--- src/rtl/rst_m_multi.sv ---
// Matrix-register status table: busy bit + producer tag per register, one dispatch
// allocation, NWB tag-checked writeback releases and NSRC bypassed lookups per cycle.
module rst_m_multi #(
   parameter  int NREG  = 64,
   parameter  int TAG_W = 2,
   parameter  int NWB   = 2,
   parameter  int NSRC  = 2,
   localparam int SEL_W = $clog2(NREG)
) (
   input  logic                  CLK,
   input  logic                  RST,
   input  logic                  flush,
   input  logic                  di_write,
   input  logic [SEL_W-1:0]      di_sel,
   input  logic [TAG_W-1:0]      di_tag,
   input  logic [NWB-1:0]        wb_write,
   input  logic [NWB*SEL_W-1:0]  wb_sel,
   input  logic [NWB*TAG_W-1:0]  wb_tag,
   input  logic [NSRC*SEL_W-1:0] src_sel,
   output logic [NSRC-1:0]       src_busy,
   output logic [NSRC*TAG_W-1:0] src_tag,
   output logic [NREG-1:0]       busy_vec,
   output logic [SEL_W:0]        busy_cnt,
   output logic                  full
);

   localparam logic [SEL_W:0] LP_NREG = (SEL_W+1)'(NREG);

   logic [NREG-1:0]  r_busy;
   logic [TAG_W-1:0] r_tag [NREG];
   logic [SEL_W:0]   r_cnt;

   logic [NREG-1:0]  w_rel;
   logic [NREG-1:0]  w_di_hot;
   logic [NREG-1:0]  w_rel_eff;
   logic             w_di_new;
   logic [SEL_W:0]   w_cnt_nxt;

   function automatic logic in_range(input logic [SEL_W-1:0] s);
      return {1'b0, s} < LP_NREG;
   endfunction

   function automatic logic [SEL_W:0] popcnt(input logic [NREG-1:0] v);
      logic [SEL_W:0] c;
      c = '0;
      for (int k = 0; k < NREG; k++) c = c + {{SEL_W{1'b0}}, v[k]};
      return c;
   endfunction

   // A register is released when any writeback port matches its live tag.
   always_comb begin
      w_rel = '0;
      for (int i = 0; i < NWB; i++) begin
         if (wb_write[i] && in_range(wb_sel[i*SEL_W +: SEL_W]) &&
             r_busy[wb_sel[i*SEL_W +: SEL_W]] &&
             (r_tag[wb_sel[i*SEL_W +: SEL_W]] == wb_tag[i*TAG_W +: TAG_W]))
            w_rel[wb_sel[i*SEL_W +: SEL_W]] = 1'b1;
      end
   end

   // Dispatch to the same register wins over a same-cycle release.
   always_comb begin
      w_di_hot = '0;
      if (di_write && in_range(di_sel)) w_di_hot[di_sel] = 1'b1;
      w_di_new  = |(w_di_hot & ~r_busy);
      w_rel_eff = w_rel & ~w_di_hot;
      w_cnt_nxt = r_cnt + {{SEL_W{1'b0}}, w_di_new} - popcnt(w_rel_eff);
   end

   always_comb begin
      src_busy = '0;
      src_tag  = '0;
      for (int j = 0; j < NSRC; j++) begin
         if (in_range(src_sel[j*SEL_W +: SEL_W]) && r_busy[src_sel[j*SEL_W +: SEL_W]] &&
             !w_rel[src_sel[j*SEL_W +: SEL_W]]) begin
            src_busy[j]                = 1'b1;
            src_tag[j*TAG_W +: TAG_W]  = r_tag[src_sel[j*SEL_W +: SEL_W]];
         end
      end
   end

   // Flush frees every entry but leaves stale tags; lookups mask them while not busy.
   always_ff @(posedge CLK) begin
      if (RST) begin
         r_busy <= '0;
         r_cnt  <= '0;
         for (int r = 0; r < NREG; r++) r_tag[r] <= '0;
      end else if (flush) begin
         r_busy <= '0;
         r_cnt  <= '0;
      end else begin
         r_busy <= (r_busy & ~w_rel_eff) | w_di_hot;
         r_cnt  <= w_cnt_nxt;
         if (|w_di_hot) r_tag[di_sel] <= di_tag;
      end
   end

   assign busy_vec = r_busy;
   assign busy_cnt = r_cnt;
   assign full     = (r_cnt == LP_NREG);

endmodule

--- config.mk ---
export PLATFORM = sky130hd
export DESIGN_NAME = rst_m_multi
export DESIGN_NICKNAME = d
export VERILOG_FILES = /design/src/rtl/rst_m_multi.sv
export SDC_FILE = /design/constraint.sdc
export NUM_CORES = 1
export LEC_CHECK = 0
export CAP_MARGIN = 5
export CORE_UTILIZATION = 44
export DETAILED_ROUTE_END_ITERATION = 6
export GPL_TIMING_DRIVEN = 1
export PLACE_DENSITY = 0.61
export SYNTH_ARGS = -nofsm -noshare
export SYNTH_HDL_FRONTEND = slang
export SYNTH_SLANG_ARGS = --single-unit
export TNS_END_PERCENT = 1
--- constraint.sdc ---
create_clock -name CLK -period 11.3 [get_ports CLK]
set_clock_uncertainty 0.2 [all_clocks]
set_input_delay 1.13 -clock CLK [delete_from_list [all_inputs] [get_ports CLK]]
set_output_delay 1.13 -clock CLK [all_outputs]
set_load 0.05 [all_outputs]
==> out/qor.csv, run 1 <==
metric,value,unit
status,finished clean,
Worst R2R End,busy_cnt[5],
register area share after synthesis,25.43,%
Hold Crit Depth,2,
Crit path top cell by count,fa_1,
reg2reg start,r_tag[7][1],
Startpoint Class,input pin,
Max Transition Viols Final,0,
most frequent cells in the layout,"nor2_1 (233), nand2_1 (181), mux4_2 (149)",
number of filler cells placed in the layout,4376,
Detail Route Antenna Nets,0,
Starting Density,44.57,%
GRT Overall Usage,45.91,%
hold slack,0.4360,ns
"Net Count, Synth",2320,
share of layout cells above drive strength 1,17.41,%
CP required,11.46,ns
Hold Crit Class,register to register,
Avg Inst Size Synth,9.617,um^2
CTS Hold Buffers Added,0,
die span in y,218.9,um
first-pass GRT wire length,153200,um
setup repair bufs after CTS,0,
Synth cell types,89,
I/O Buffers,119,
RSZ-0062 raised after global routing,no,
HPWL Detailed,83480,um
hold endpoint,busy_vec[51],
final wirelength,109800,um
DRT iter0 DRCs,3956,
CTS Buffer Depth,2,
Final Critical Period,10.55,ns
Leak,8.017,nW
row cnt,79,
Post-Syn Area,20710,um^2
CTS Sinks,199,
slew margin rel.,18.04,%
core area,46460,um^2
slowest CP cell,fa_1,
final worst path period share,93.32,%
design area,23450,um^2
synth top area cells,"edfxtp_1 (19%), mux4_2 (16%), dfxtp_1 (6.9%)",
Setup-failing EPs final,0,
IO Count,120,
largest net degree at the start of global routing,67,
Vias per Instance,7.498,
max_cap viols,0,
"Clk Latency, worst-skew pair",0.51,ns
post-placement worst setup slack,0.5505,ns
number of synthesized flops with an enable pin,128,
nets@finish,2395,
die span in x,218.9,um
dpl cell area,22830,um^2
vias in the first global route,19940,
clock root cell,clkbuf_16,
Ys Warns,0,
CTS tree,yes,
Synth area leader,edfxtp_1,
Final WS setup,0.7547,ns
flop2flop setup slack,1.65,ns
CP Capture Type,register,
H-tree levels,4,
"most common cell after layout, fill and taps aside",nor2_1,
Area Overhead vs Synth,13.24,%
Worst-Margin Slew,1.213,ns
min-delay src,busy_vec[51],
Die ar.,47930,um^2
DR vias,21360,
fmax,94.83,MHz
ys async rst share,0,%
GP Congestion,1.100,
Worst path max stage delay,0.55,ns
maximum VDD drop,0.2260,mV
setup_tns,0,ns
Yosys reg bits,199,
"Top FF cell, synth",edfxtp_1,
CP arrival,10.71,ns
Crit Path Max Fanout,20,
drt pass-1 iters,6,
Layout Utilization,50.47,%
clock slew at reported path FFs,0.08,ns
initial antenna violation count,5,
P per Cell Area,101.1,nW/um^2
worst r2r path cells,30,
post-synthesis cell count,2153,
critical path type,input pin to register,
count of cells resized by post-cts repair,0,
DR WL/cell,38.55,um
Fin. Hold Viols,0,
cts bufs inserted,17,
area share of the largest cell type after synthesis,18.56,%
grt ovf,0,
drc violations,0,
[cells in the mapped netlist (62+ instances only)]
master    instances
nor2_1          237
nand2_1         181
mux4_2          149
edfxtp_1        128
mux2i_1         117
clkbuf_1        116
inv_1           115
a22oi_1          87
a21oi_1          80
dfxtp_1          71
o21bai_1         64
ha_1             63
fa_1             62
[per-layer routing]
metal / vias up / track usage (%) / wire [um]
met4: 10 / 18.50 / 5409
met2: 1975 / 63.39 / 44330
met1: 10610 / 62.64 / 42500
met3: 376 / 19.43 / 17460
met5: - / 0 / 88
li1: 8389 / - / -
[through the flow]
step                      power [mW]  cells
after floorplan                1.434   2153
after global placement         1.673   2816
after detailed placement       1.684   2816
after CTS                      2.353   2847
after global routing           2.470   2847
final                          2.371   2848
[state kept, by name, summed over array words and instances (netlist names)]
register / count
busy_vec: 64
r_tag: 128
busy_cnt: 7
[how the worst max path moves through the flow]
stage / start / endpoint / cells after the start
floorplan: wb_sel[1] / busy_cnt[5] / 30
global placement: wb_sel[1] / busy_cnt[5] / 32
detailed placement: wb_sel[1] / busy_cnt[5] / 33
CTS: wb_sel[1] / busy_cnt[5] / 33
global route: wb_sel[1] / busy_cnt[6] / 34
finish: wb_sel[1] / busy_cnt[5] / 33
[final cells by class]
| cell class | count | area [um^2] | area share (%) |
|---|---|---|---|
| clock inverter | 14 | 190.2 | 0.8111 |
| antenna | 1 | 2.502 | 0.01067 |
| clock buffer | 17 | 425.4 | 1.814 |
| timing repair buffer | 253 | 2245 | 9.573 |
| sequential | 199 | 5265 | 22.45 |
| multi-input combinational | 1635 | 14100 | 60.14 |
| tap | 607 | 759.5 | 3.239 |
| inverter | 122 | 457.9 | 1.953 |
[cells by family after synthesis]
logic type / after synthesis / synth area share, %
xor gates and xnor gates: 8 / 0.3384
DFF: 199 / 25.43
adders and majority gates: 125 / 9.801
buffers and inverters: 319 / 6.665
AOI/OAI and AO/OA: 553 / 19.49
muxes: 282 / 22.75
and+or+nand+nor: 667 / 15.53
[report_power, final]
part | total [mW] | switching (mW) | internal [mW] | leakage [nW]
clock | 0.683 | 0.344 | 0.339 | 0.303
combinational | 0.837 | 0.493 | 0.343 | 5.93
sequential | 0.851 | 0.0460 | 0.805 | 1.79
total | 2.37 | 0.884 | 1.49 | 8.02
[worst max-delay path, delay by kind of cell]
kind	cells	cell delay, ns
AO/OA/AOI/OAI	6	1.63
AND/OR/NAND/NOR	4	0.71
XOR/XNOR	1	0.15
adder cells (fa/ha/maj)	12	4.93
buffers and inverters	10	2.11
No activity file was read; power rests on OpenSTA's default activity.
==> inputs of run 2 (changes only) <==
--- a/config.mk
+++ b/config.mk
@@ -5,7 +5,7 @@
 export SDC_FILE = /design/constraint.sdc
 export NUM_CORES = 1
 export LEC_CHECK = 0
-export CAP_MARGIN = 5
+export CAP_MARGIN = 40
 export CORE_UTILIZATION = 44
 export DETAILED_ROUTE_END_ITERATION = 6
 export GPL_TIMING_DRIVEN = 1
==> out/qor.csv, run 2 (same netlist as run 1, synthesis figures left out) <==
metric,value,unit
CP arrival,10.56,ns
CP Capture Type,register,
Worst-Margin Slew,1.123,ns
P per Cell Area,99.79,nW/um^2
die span in x,218.9,um
Area Overhead vs Synth,13.91,%
Hold Crit Class,register to register,
max reg flops,128,
Die ar.,47930,um^2
row cnt,79,
die span in y,218.9,um
share of layout cells above drive strength 1,17.81,%
Placed Instances,2826,
RSZ-0062 raised after global routing,no,
Finished Layout Cells,2861,
Vias per Instance,7.452,
Crit Path Max Fanout,20,
"Clk Latency, worst-skew pair",0.51,ns
largest net degree at the start of global routing,67,
Crit path top cell by count,fa_1,
Layout Utilization,50.77,%
H-tree levels,4,
Worst path max stage delay,0.55,ns
Setup-failing EPs final,0,
cts bufs inserted,17,
HPWL Detailed,83770,um
status,"finished, violations left",
Largest Register,r_tag,
CTS Hold Buffers Added,0,
Max Transition Viols Final,0,
slowest CP cell,fa_1,
first-pass GRT wire length,154100,um
DRT iter0 DRCs,3679,
number of filler cells placed in the layout,4304,
vias in the first global route,20140,
CTS Sinks,199,
I/O Buffers,119,
nets@finish,2406,
Leak,8.085,nW
Fin. Hold Viols,0,
CP required,11.47,ns
setup_tns,0,ns
maximum VDD drop,0.1943,mV
Detail Route Antenna Nets,0,
"most common cell after layout, fill and taps aside",nor2_1,
IO Count,120,
DR WL/cell,38.52,um
drc violations,13,
clock slew at reported path FFs,0.08,ns
drt pass-1 iters,7,
post-placement worst setup slack,0.5995,ns
clock root cell,clkbuf_16,
hold slack,0.4443,ns
Starting Density,44.57,%
most frequent cells in the layout,"nor2_1 (233), nand2_1 (181), mux4_2 (149)",
setup repair bufs after CTS,0,
initial antenna violation count,5,
slew margin rel.,25.13,%
core area,46460,um^2
Startpoint Class,input pin,
final worst path period share,91.90,%
grt ovf,0,
max_cap viols,0,
failing checks,DRC,
DR vias,21320,
Final WS setup,0.9154,ns
GP Congestion,1.100,
CTS tree,yes,
fmax,96.30,MHz
CTS Buffer Depth,2,
critical path type,input pin to register,
GRT Overall Usage,46.08,%
count of cells resized by post-cts repair,0,
Final Critical Period,10.38,ns
final wirelength,110200,um
-- run 2: final timing paths --
path	slack, ns	from	cells past startpoint	to
max	0.92	wb_sel[1]	33	busy_cnt[5]
max reg2reg	1.80	r_tag[7][1]	30	busy_cnt[5]
min reg2reg	0.44	busy_vec[51]	2	busy_vec[51]
min	0.44	busy_vec[51]	2	busy_vec[51]
-- run 2: report_power, final --
part | switching [mW] | leakage, nW | total [mW] | internal (mW)
Sequential | 0.0458 | 1.79 | 0.851 | 0.805
Combinational | 0.495 | 6.00 | 0.841 | 0.346
Clock | 0.361 | 0.294 | 0.662 | 0.301
Total | 0.901 | 8.09 | 2.35 | 1.45
-- run 2: metrics by stage --
| step | area [um^2] | total power, mW |
|---|---|---|
| after detailed placement | 22960 | 1.689 |
| after global placement | 22830 | 1.673 |
| after floorplan | 20710 | 1.434 |
| after CTS | 23570 | 2.336 |
| after global routing | 23580 | 2.454 |
| final | 23590 | 2.354 |
-- run 2: cell type report --
class	count	area [um^2]	area share [%]
inverter	122	457.9	1.942
antenna	2	5.005	0.02122
multi-input combinational	1635	14100	59.79
sequential	199	5265	22.32
tap	607	759.5	3.220
clock buffer	17	425.4	1.804
timing repair buffer	264	2387	10.12
clock inverter	15	183.9	0.7798
-- run 2: per-layer routing --
metal / wire (um) / global-route usage, % / share of wire (%) / up-vias
met1: 42650 / 62.59 / 39 / 10630
met4: 6458 / 22.94 / 5.9 / 6
met2: 43810 / 62.33 / 40 / 1894
met3: 17230 / 19.02 / 16 / 379
li1: - / - / - / 8407
met5: 34 / 0 / 0.031 / -
-- run 2: critical path: cells and delay by family --
kind,cells,cell delay [ns]
adders and majority gates,12,4.90
buffers and inverters,10,2.11
AOI/OAI and AO/OA,6,1.56
and+or+nand+nor,4,0.69
xor gates and xnor gates,1,0.14
